$ cat config.mk
export PLATFORM = sky130hd
export DESIGN_NAME = seq_divider
export DESIGN_NICKNAME = d
export VERILOG_FILES = /design/src/rtl/seq_divider.sv
export SDC_FILE = /design/constraint.sdc
export NUM_CORES = 1
export LEC_CHECK = 0
export CAP_MARGIN = 40
export CORE_ASPECT_RATIO = 0.7
export CORE_MARGIN = 10
export CORE_UTILIZATION = 30
export CTS_CLUSTER_DIAMETER = 150
export DETAILED_ROUTE_END_ITERATION = 8
export SLEW_MARGIN = 10
export SYNTH_ARGS = -nofsm -noshare
export SYNTH_HDL_FRONTEND = slang
export SYNTH_SLANG_ARGS = --single-unit
export TNS_END_PERCENT = 1
$ cat constraint.sdc
create_clock -name clk -period 7.1 [get_ports clk]
set_input_delay 1.42 -clock clk [delete_from_list [all_inputs] [get_ports clk]]
set_output_delay 1.42 -clock clk [all_outputs]
set_load 0.02 [all_outputs]
$ cat src/rtl/seq_divider.sv
// Multi-cycle unsigned restoring divider, UNROLL quotient bits per cycle, start/done handshake.
// Define SEQ_DIV_CONST_TIME_EN for fixed latency; leave it undefined for early termination on small dividends.
module seq_divider #(
    parameter int WIDTH  = 32,
    parameter int UNROLL = 1
) (
    input  logic             clk,
    input  logic             rst_n,
    input  logic             start,
    input  logic [WIDTH-1:0] dividend,
    input  logic [WIDTH-1:0] divisor,
    output logic             busy,
    output logic             done,
    output logic [WIDTH-1:0] quotient,
    output logic [WIDTH-1:0] remainder,
    output logic             div_by_zero
);

    localparam int STEPS = WIDTH / UNROLL;
    localparam int CNT_W = $clog2(STEPS + 1);

    typedef enum logic {
        IDLE,
        RUN
    } state_t;

    state_t           state;
    state_t           state_nxt;
    logic             accept;
    logic             finish;
    logic             last;

    logic [WIDTH:0]   p_q;
    logic [WIDTH-1:0] d_q;
    logic [WIDTH-1:0] n_q;
    logic             dz_q;
    logic [CNT_W-1:0] cnt_q;

    logic [WIDTH:0]   p_nxt;
    logic [WIDTH-1:0] d_nxt;
    logic [WIDTH-1:0] d_load;
    logic [CNT_W-1:0] cnt_load;

    // One restoring step: shift {P,D} left, trial-subtract N, keep or restore.
    function automatic logic [2*WIDTH:0] div_step(
        input logic [WIDTH:0]   p,
        input logic [WIDTH-1:0] d,
        input logic [WIDTH-1:0] n
    );
        logic [2*WIDTH:0] pd;
        logic [WIDTH:0]   ps;
        logic [WIDTH-1:0] ds;
        logic [WIDTH:0]   t;
        pd = {p, d} << 1;
        ps = pd[2*WIDTH:WIDTH];
        ds = pd[WIDTH-1:0];
        t  = ps - {1'b0, n};
        if (t[WIDTH]) begin
            ds[0] = 1'b0;
        end else begin
            ds[0] = 1'b1;
            ps    = t;
        end
        return {ps, ds};
    endfunction

    always_comb begin
        p_nxt = p_q;
        d_nxt = d_q;
        for (int k = 0; k < UNROLL; k++) begin
            {p_nxt, d_nxt} = div_step(p_nxt, d_nxt, n_q);
        end
    end

`ifdef SEQ_DIV_CONST_TIME_EN
    assign d_load   = dividend;
    assign cnt_load = CNT_W'(STEPS);
`else
    // Count of all-zero UNROLL-bit groups at the top of the dividend.
    function automatic int lead_zero_groups(input logic [WIDTH-1:0] x);
        int   n;
        logic hit;
        n   = 0;
        hit = 1'b0;
        for (int g = STEPS - 1; g >= 0; g--) begin
            if (!hit && (x[g*UNROLL +: UNROLL] == '0)) begin
                n = n + 1;
            end else begin
                hit = 1'b1;
            end
        end
        return n;
    endfunction

    int lz;

    // Zero divisor skips the pre-shift so the raw dividend is still in D when the result is written.
    always_comb begin
        lz = lead_zero_groups(dividend);
        if (divisor == '0) begin
            d_load   = dividend;
            cnt_load = CNT_W'(1);
        end else begin
            d_load   = dividend << (lz * UNROLL);
            cnt_load = (lz >= STEPS) ? CNT_W'(1) : CNT_W'(STEPS - lz);
        end
    end
`endif

    assign last = (cnt_q == CNT_W'(1));
    assign busy = (state == RUN);

    always_ff @(posedge clk or negedge rst_n) begin
        if (!rst_n) begin
            state <= IDLE;
        end else begin
            state <= state_nxt;
        end
    end

    always_comb begin
        state_nxt = state;
        accept    = 1'b0;
        finish    = 1'b0;
        case (state)
            IDLE: begin
                if (start) begin
                    accept    = 1'b1;
                    state_nxt = RUN;
                end
            end
            RUN: begin
                if (last) begin
                    finish    = 1'b1;
                    state_nxt = IDLE;
                end
            end
            default: state_nxt = IDLE;
        endcase
    end

    always_ff @(posedge clk or negedge rst_n) begin
        if (!rst_n) begin
            cnt_q <= '0;
        end else if (accept) begin
            cnt_q <= cnt_load;
        end else if (state == RUN) begin
            cnt_q <= cnt_q - CNT_W'(1);
        end
    end

    always_ff @(posedge clk) begin
        if (accept) begin
            d_q  <= d_load;
            n_q  <= divisor;
            p_q  <= '0;
            dz_q <= (divisor == '0);
        end else if (state == RUN) begin
            d_q <= d_nxt;
            p_q <= p_nxt;
        end
    end

    // Results are captured from the final step's combinational output, so done lands one edge later.
    always_ff @(posedge clk or negedge rst_n) begin
        if (!rst_n) begin
            done        <= 1'b0;
            quotient    <= '0;
            remainder   <= '0;
            div_by_zero <= 1'b0;
        end else begin
            done <= finish;
            if (finish) begin
`ifdef SEQ_DIV_CONST_TIME_EN
                quotient  <= d_nxt;
                remainder <= p_nxt[WIDTH-1:0];
`else
                quotient  <= dz_q ? '1 : d_nxt;
                remainder <= dz_q ? d_q : p_nxt[WIDTH-1:0];
`endif
                div_by_zero <= dz_q;
            end
        end
    end

endmodule
==> results.ini <==
[run_status]
run_status = finished with violations
violations = setup timing

[synth]
synth_warnings = 0
synthArstFlopShare_pct = 42.9
netlist.area_leader.share_pct = 12.1
syn_nets = 2113
syn_inst = 1981
netlist-cell-type-count = 99
yosysSeqAreaShare_pct = 27.5
synth_top_cells_by_count = nand2_1 (302), o21ai_0 (165), nor2_1 (124)
ys_top_cells_by_area = edfxtp_1 (12%), dfrtp_1 (11%), mux2i_1 (7.3%), nand2_1 (7.0%), o21ai_0 (5.1%)
ys.flop_type = dfrtp_1
synth-edff-count = 65
syn_area_um2 = 16100
yosysTopAreaCell = edfxtp_1
synth_most_common_cell = nand2_1
synth-seq-cells = 170
avgSynthCellArea_um2 = 8.12

[cells_and_area]
drive_above_1_share_pct = 29.6
syn2layout_area_growth_pct = 44.3
nFillCells = 5101
fin_nets = 2668
final_util_pct = 44.1
antenna_cells = 0
fin_area_um2 = 23200

[placement]
placedInstanceArea_um2 = 21800
dpl_worst_slack_ns = -12.26
dp_hpwl_um = 45200
numPortBuffers = 133
place.gp.congestion = 0.931

[hold_path]
holdCritPathClass = register to register

[power_and_ir_drop]
leakagePower_nw = 10.2
power_density_nw_per_um2 = 245
ir_drop_uv = 222

[cts]
clkLatencyLatePin_ns = 0.45
htreeDepth = 4
clk_pin_slew_ns = 0.07
cts-root-buf = clkbuf_16
ctsHoldBuffers = 0
cts_tree = yes
numCtsBuffers = 17
cts.sinks = 170
clockBufferDepth = 2

[drt]
drc = 0
wirelength_um = 57200
detail_route.wl_per_cell_um = 17.5
drt_first_pass_iters = 6
antenna_left = 0
num_vias = 17000
initialDrtViolationCount = 1493
vias_per_cell = 5.21

[worst_setup_path]
max_stage_delay_ns = 0.48
critPathArrivalTime_ns = 18.62
crit_type = primary input to register
critPathCaptureType = register
crit_path_top_delay_cell = or4_4
start_kind = primary input
cp_common_cell = ha_1
required_ns = 7.37
rrSetupSlack_ns = 0.55
critPathMaxFanout = 8

[global_routing]
overflow = 0
grt_use_total_pct = 17.3
grt_max_degree = 71
grt_pass1_vias = 16600
grt_pass1_wl_um = 90400
antenna_found_initial = 2

[sta]
tns_ns = -420.09
worst_pin_slew_ns = 1.03
fin_crit_ns = 18.34
fin_crit_sh_pct = 258
maxSlewHeadroom_pct = 30.9
final_hold_viol_count = 0
fin_hold_ws_ns = 0.467
rsz0062_at_grt = true
setup_viol = 38
clock.fmax_mhz = 54.5
slew_violations = 0
skew_ns = 0.0136
setup_slack_ns = -11.24

[floorplan]
start_util_pct = 30.6
fp.dieW_um = 297
ios = 134
die_h_um = 214
core_region_area_um2 = 52600
row_count = 70
dieArea_um2 = 63400

[job]
cap_violations = 0

## critical path, delay by kind of cell
| kind | cells | cell delay (ns) |
|---|---|---|
| compound gates | 25 | 3.13 |
| fa+ha+maj | 27 | 6.99 |
| buf+inv | 9 | 1.02 |
| mux | 18 | 3.03 |
| simple gates | 28 | 2.97 |
## layout by cell type (no fill, tap or decap), types with 10 or more instances in the layout
master,Yosys,layout
or2_2,21,19
nor2_1,124,117
xnor3_1,18,18
a21oi_2,3,20
nor2b_1,23,22
o31ai_1,17,16
clkdlybuf4s50_1,0,128
xnor2_1,90,86
nand4_1,10,10
nand2_1,302,295
xor2_1,38,35
nand3_1,49,45
or3_1,12,12
and2_1,29,22
and3_1,31,29
nor3b_1,13,11
ha_4,0,11
a21o_1,21,21
a211oi_1,17,16
a22oi_1,16,10
mux2i_1,118,98
a22o_1,32,32
clkbuf_16,0,17
buf_4,2,501
dfxtp_1,32,32
mux2i_2,0,17
o211ai_1,13,13
edfxtp_1,65,65
nor3_1,47,44
o21ai_0,165,145
nor4_1,31,30
o21ai_1,18,28
inv_1,85,80
dfrtp_1,73,73
a21oi_1,103,85
ha_1,64,53
nand2b_1,19,18
## path summary, 6_finish.rpt
check / from / end / depth (start not counted)
setup / recovery: dividend[30] / d_q[14]$_DFFE_PP_ / 107
hold / removal: quotient[16]$_DFFE_PN0P_ / quotient[16]$_DFFE_PN0P_ / 2
setup reg to reg: d_q[31]$_DFFE_PP_ / remainder[26]$_DFFE_PN0P_ / 28
hold reg to reg: quotient[16]$_DFFE_PN0P_ / quotient[16]$_DFFE_PN0P_ / 2
max in group asynchronous: rst_n / done$_DFF_PN0_ / 2
min in group asynchronous: rst_n / quotient[14]$_DFFE_PN0P_ / 1
## area by class of cell
type | instances | area [µm²] | area share [%]
clock inverters | 14 | 135 | 0.582
repair inverters | 1 | 7.51 | 0.0323
flip-flops and latches | 170 | 4420 | 19.0
clock buffers | 18 | 439 | 1.89
well taps | 720 | 901 | 3.88
repair buffers | 649 | 5340 | 23.0
inverters | 87 | 339 | 1.46
multi-input cells | 1610 | 11600 | 50.1
## cell families after synthesis
kind of cell	count (synthesis)	synth area share (%)
muxes	133	8.60
xor gates and xnor gates	156	10.9
AOI/OAI and AO/OA	502	20.0
DFF	170	27.5
buffers and inverters	202	4.95
and+or+nand+nor	747	22.5
adders and majority gates	71	5.48
## layer usage
layer  track usage [%]  part of all wire (%)
met5                 0                 0.049
met4              2.38                  0.99
met3              3.06                   6.6
met2              26.7                    44
met1              25.4                    49
## power by group
group	total [W]	switching, W	internal [W]	leakage, nW
combinational	0.00294	0.00158	0.00136	8.04
sequential	0.00180	0.000331	0.00147	1.84
clock	0.000934	0.000434	0.000501	0.280
total	0.00568	0.00235	0.00333	10.2
## through the flow
stage          cells  total power [W]
6_report        3269          0.00568
5_1_grt         3269          0.00609
4_1_cts         3259          0.00563
3_5_place_dp    3201          0.00463
3_3_place_gp    3197          0.00454
2_1_floorplan   1981          0.00349
## sequential cells by signal, summed over array words and instances, names as in the netlist
register     count
busy             1
done             1
cnt_q            6
n_q             32
d_q             32
remainder       32
div_by_zero      1
p_q             32
quotient        32
dz_q             1
## timing repair
item | CTS | global route
cloned | 1 | 1
resized for setup | 82 | 73
pin swaps | 60 | 56
buffers inserted | 25 | 9
endpoints found under the setup margin | 41 | 103
Power figures use the tool's default switching activity.
